**src/rtl/midi_pkg.sv**
```systemverilog
// Shared MIDI definitions: receiver state encoding, bit rate and status constants.
package midi_pkg;

  typedef enum logic [1:0] {
    RX_IDLE,
    RX_START,
    RX_DATA,
    RX_STOP
  } rxState_t;

  localparam int         MIDI_BAUD    = 31250;
  localparam logic [7:0] NOTE_ON      = 8'h90;
  localparam logic [7:0] NOTE_OFF     = 8'h80;
  localparam logic [7:0] REALTIME_MIN = 8'hF8;

  function automatic logic isRealtime(input logic [7:0] data);
    return data >= REALTIME_MIN;
  endfunction

endpackage

```
**src/rtl/midi_rx_sync.sv**
```systemverilog
// Two-flop synchronizer for the raw MIDI line; resets to the idle (high) level.
module midi_rx_sync (
  input  logic clk,
  input  logic reset,
  input  logic i_async,
  output logic o_sync
);

  logic r_meta;
  logic r_sync;

  always_ff @(posedge clk or negedge reset) begin
    if (!reset) begin
      r_meta <= 1'b1;
      r_sync <= 1'b1;
    end else begin
      r_meta <= i_async;
      r_sync <= r_meta;
    end
  end

  assign o_sync = r_sync;

endmodule

```
**src/rtl/midi_uart_rx.sv**
```systemverilog
// MIDI serial receiver: 8N1 framing, mid-bit sampling, optional real-time byte filter.
module midi_uart_rx
  import midi_pkg::*;
#(
  parameter int CLK_HZ          = 100_000_000,
  parameter int BAUD            = MIDI_BAUD,
  parameter bit FILTER_REALTIME = 1'b1
) (
  input  logic       clk,
  input  logic       reset,
  input  logic       midi_rx,
  output logic [7:0] new_byte,
  output logic       new_byte_ready,
  output logic       framing_error,
  output logic       rx_busy
);

  localparam int CLKS_PER_BIT = CLK_HZ / BAUD;
  localparam int HALF_BIT     = CLKS_PER_BIT / 2;
  localparam int TIMER_W      = (CLKS_PER_BIT > 1) ? $clog2(CLKS_PER_BIT) : 1;
  localparam logic [TIMER_W-1:0] BIT_LAST  = TIMER_W'(CLKS_PER_BIT - 1);
  localparam logic [TIMER_W-1:0] HALF_LAST = TIMER_W'(HALF_BIT - 1);

  logic               w_rx;
  rxState_t           r_state;
  rxState_t           w_nextState;
  logic [TIMER_W-1:0] r_timer;
  logic [2:0]         r_bitCnt;
  logic [7:0]         r_shift;
  logic               r_waitHigh;
  logic [7:0]         r_newByte;
  logic               r_ready;
  logic               r_frameErr;

  logic w_timerDone;
  logic w_clearTimer;
  logic w_shiftEn;
  logic w_accept;
  logic w_frameErr;
  logic w_publish;

  midi_rx_sync u_sync (
    .clk     (clk),
    .reset   (reset),
    .i_async (midi_rx),
    .o_sync  (w_rx)
  );

  assign w_timerDone = (r_state == RX_START) ? (r_timer == HALF_LAST)
                                             : (r_timer == BIT_LAST);

  always_ff @(posedge clk or negedge reset) begin
    if (!reset) r_state <= RX_IDLE;
    else        r_state <= w_nextState;
  end

  // After a framing error, IDLE ignores the line until it has been seen high once.
  always_comb begin
    w_nextState  = r_state;
    w_clearTimer = 1'b0;
    w_shiftEn    = 1'b0;
    w_accept     = 1'b0;
    w_frameErr   = 1'b0;
    case (r_state)
      RX_IDLE: begin
        if (!r_waitHigh && !w_rx) begin
          w_nextState  = RX_START;
          w_clearTimer = 1'b1;
        end
      end
      RX_START: begin
        if (w_timerDone) begin
          w_clearTimer = 1'b1;
          w_nextState  = w_rx ? RX_IDLE : RX_DATA;
        end
      end
      RX_DATA: begin
        if (w_timerDone) begin
          w_clearTimer = 1'b1;
          w_shiftEn    = 1'b1;
          if (r_bitCnt == 3'd7) w_nextState = RX_STOP;
        end
      end
      RX_STOP: begin
        if (w_timerDone) begin
          w_clearTimer = 1'b1;
          w_nextState  = RX_IDLE;
          w_accept     = w_rx;
          w_frameErr   = !w_rx;
        end
      end
      default: w_nextState = RX_IDLE;
    endcase
  end

  assign w_publish = w_accept && !(FILTER_REALTIME && isRealtime(r_shift));

  always_ff @(posedge clk or negedge reset) begin
    if (!reset) begin
      r_timer    <= '0;
      r_bitCnt   <= 3'd0;
      r_shift    <= 8'h00;
      r_waitHigh <= 1'b0;
      r_newByte  <= 8'h00;
      r_ready    <= 1'b0;
      r_frameErr <= 1'b0;
    end else begin
      if (w_clearTimer || r_state == RX_IDLE) r_timer <= '0;
      else                                    r_timer <= r_timer + 1'b1;

      if (r_state != RX_DATA) r_bitCnt <= 3'd0;
      else if (w_shiftEn)     r_bitCnt <= r_bitCnt + 3'd1;

      if (w_shiftEn) r_shift <= {w_rx, r_shift[7:1]};

      if (w_frameErr)                     r_waitHigh <= 1'b1;
      else if (r_state == RX_IDLE && w_rx) r_waitHigh <= 1'b0;

      if (w_publish) r_newByte <= r_shift;
      r_ready    <= w_publish;
      r_frameErr <= w_frameErr;
    end
  end

  assign new_byte       = r_newByte;
  assign new_byte_ready = r_ready;
  assign framing_error  = r_frameErr;
  assign rx_busy        = (r_state != RX_IDLE);

endmodule

```
**config.mk**
```make
export PLATFORM = sky130hd
export DESIGN_NAME = midi_uart_rx
export DESIGN_NICKNAME = d
export VERILOG_FILES = /design/src/rtl/midi_pkg.sv /design/src/rtl/midi_rx_sync.sv /design/src/rtl/midi_uart_rx.sv
export SDC_FILE = /design/constraint.sdc
export NUM_CORES = 1
export LEC_CHECK = 0
export ABC_AREA = 1
export CORE_MARGIN = 2
export CORE_UTILIZATION = 43
export DETAILED_ROUTE_END_ITERATION = 16
export SLEW_MARGIN = 20
export SYNTH_ARGS = -nofsm -noshare
export SYNTH_HDL_FRONTEND = slang
export SYNTH_SLANG_ARGS = --single-unit
```
**constraint.sdc**
```tcl
create_clock -name clk -period 4.2 [get_ports clk]
set_input_delay 0.63 -clock clk [delete_from_list [all_inputs] [get_ports clk]]
set_output_delay 0.63 -clock clk [all_outputs]
set_load 0.02 [all_outputs]
```
==> impl_metrics.yaml <==
worst_setup_path:
  path_cells: "inv_1, nand2_1, clkdlybuf4s50_1"
  critPathCaptureType: "primary output"
  slowest_delay_ps: 610
  rr_startpoint: "r_timer[0]"
  critPathKind: "flip-flop to primary output"
  worstPathArrival_ps: 1520
  worst_path_max_delay_cell: "clkdlybuf4s50_1"
  worstPathMaxFanout: 5
  cp_top_family: "buffers and inverters"
  crit_path_start_kind: "flip-flop"
  critPathRequiredTime_ps: 3570
  path_buf_inv: 2
logic_synthesis:
  syn_nets: 202
  syn_area_um2: 1730
  ys_ff_latch: 38
  ys_seq_area_share_pct: 55.2
  syn_inst: 196
  avgSynthCellArea_um2: 8.82
  yosysTopAreaCell: "dfrtp_1"
  synthTopCellsByArea: "dfrtp_1 52%, nand2_1 15%, nand3_1 4.6%"
  yosysUniqueCellTypes: 27
  yosysWarningCount: 0
  yosysTopAreaCellShare_pct: 52.1
global_route:
  track_usage_pct: 16.4
  first_global_vias: 1266
  antenna_found_initial: 0
  grt_max_degree: 39
  grt_remaining_overflow: 0
  grt_pass1_wl_mm: 5.48
place:
  io_buffer_count: 13
  gp_congestion: 0.734
  dpl.hpwl_mm: 2.22
power:
  clockPowerShare_pct: 40.2
  finalPower_uw: 630
  swShare_pct: 20.4
  p_sw_uw: 129
  p_leak_uw: 0.00108
  vdd_drop_max_uv: 207
  pwr-share-seq_pct: 58.4
  p_int_uw: 501
  pwr-share-comb_pct: 1.4
  power.density_nw_per_um2: 317
final_layout:
  antenna_cells: 0
  multi_input_area_um2: 683
  drive_gt1_share_pct: 10.7
  final.fill_count: 381
  syn_to_final_growth_pct: 15.1
  register_area_um2: 953
  layout.nets: 220
die:
  initial_utilization_pct: 43.8
  dieWidth_um: 67.4
  dieArea_um2: 4540
  core.rowCount: 23
  ios: 14
  core_um2: 3940
  die_h_um: 67.4
clock_network:
  cts_hold_buffers: 0
  cts_buffers: 5
  clock_path_buffers: 2
  cts_resized: 0
  cts_tree: "done"
  worstSkewPairLatency_ps: 280
  htreeDepth: 2
  numClockSinks: 38
  path_clk_slew_ps: 70
  cts_setup_buffers: 0
  cts-root-buf: "clkbuf_8"
timing:
  slew_violations: 0
  rsz0062_at_grt: "no"
  slew_headroom_pct: 45.1
  finalClockSkew_ps: 2.86
  setup_violations: 0
  fmax_ghz: 0.464
  finalCriticalPeriod_ps: 2150
  worst_pin_slew_ps: 823
  setup_tns_ps: 0
  post-route-period-util_pct: 51.3
  hold_viol_final: 0
outcome:
  status: "finished, final reports clean"
min_path:
  min-delay-start: "u_sync.r_meta"
  hold_class: "flip-flop to flip-flop"
drt:
  drtPass1Iterations: 4
  vias: 1276
  post_drt_wl_per_cell_um: 11.6
  drt_iter0_drc: 88
  postRouteWirelength_mm: 3.06
  ant_nets: 0
  viasPerCell: 4.82
  drcViolationCount: 0
run:
  max-cap-violations: 0
==> per-stage QoR <==
stage / hold WS (ps) / worst slack [ps] / cells / utilization (%) / instance area, um^2
2_1_floorplan: 334 / 2750 / 196 / - / 1730
4_1_cts: 359 / 2040 / 265 / 50.4 / 1990
3_3_place_gp: 348 / 2390 / 257 / 48.1 / 1900
3_5_place_dp: 348 / 2370 / 257 / 48.1 / 1900
6_report: 357 / 2050 / 265 / 50.4 / 1990
5_1_grt: 365 / 1980 / 265 / 50.4 / 1990
==> kinds of logic after synthesis <==
logic type               Yosys count  share of synthesized area, %
flip-flops                        38                          55.2
AND/OR/NAND/NOR                  122                          32.3
XOR/XNOR                           3                          1.52
adder cells (fa/ha/maj)            3                          2.17
buffers and inverters             21                          5.29
AO/OA/AOI/OAI                      9                          3.55
==> worst register-to-register path, stage by stage (launching register included) <==
cell and delay [ps]:
dfrtp_1 370, ha_1 180, nand2_1 120, nor3_2 280, nand2_4 120, o21bai_4 330, nand3_1 140, nand2_1 90
nand2_1 60
==> worst paths after layout <==
path | to | slack, ps | depth (start not counted)
max in group asynchronous | r_shift[6] | 3250 | 1
hold reg to reg | u_sync.o_sync | 360 | 0
min in group asynchronous | r_timer[7] | 440 | 1
setup / recovery | rx_busy | 2050 | 3
hold / removal | u_sync.o_sync | 360 | 0
setup reg to reg | flip-flop | 2410 | 8
==> cell usage after synthesis <==
library cell  number
nand2_4            3
clkinv_2           1
nand2_2            3
clkinv_1           1
o21bai_1           1
nand2_1           69
o21bai_4           1
nor2_8             1
buf_4              1
ha_1               3
nand4_1            1
o21ai_1            2
xnor2_1            1
dfrtp_1           36
buf_6              1
inv_1             15
a21oi_1            1
nand3_1           16
nor3_1             3
nor3_2             1
nor2_1            19
nor2_2             1
nor3b_1            5
dfstp_2            2
xor2_1             2
o21ai_0            4
inv_2              2
==> power by group through the flow <==
stage,combinational [uW],sequential (uW),clock (uW)
floorplan,0.536,375,0
global placement,9.17,375,0
detailed placement,9.42,375,0
CTS,9.47,368,265
global route,10.3,368,277
finish,8.63,368,253
==> metal layers <==
metal | track usage, % | wire (um) | vias to the layer above
li1 | - | - | 647
met1 | 19.6 | 1420 | 611
met2 | 26.7 | 1510 | 13
met3 | 5.00 | 89 | 5
met4 | 8.16 | 50 | 0
met5 | 0 | 0 | -
==> final cells by class <==
class	count	share of cell area (%)
multi-input cells	137	34.4
repair buffers	13	6.29
flip-flops and latches	38	48.0
clock inverters	1	0.252
well taps	50	3.15
clock buffers	7	4.34
inverters	19	3.65
==> placed cells by master, fill, tap and decap left out, types with 4 or more instances in the layout <==
| cell | n |
|---|---|
| clkbuf_8 | 6 |
| clkdlybuf4s50_1 | 12 |
| nand3_1 | 16 |
| dfrtp_1 | 36 |
| nor2_1 | 19 |
| nand2_1 | 69 |
| o21ai_0 | 4 |
| inv_1 | 15 |
| nor3b_1 | 5 |
==> sequential cells by signal (all words and copies together), names as in the netlist, named ones only <==
signal          flops
new_byte_ready      1
framing_error       1
u_sync.o_sync       1
r_timer            12
r_bitCnt            3
u_sync.r_meta       1
r_shift             8
r_waitHigh          1
new_byte            8
r_state             1
Power figures use the tool's default switching activity.
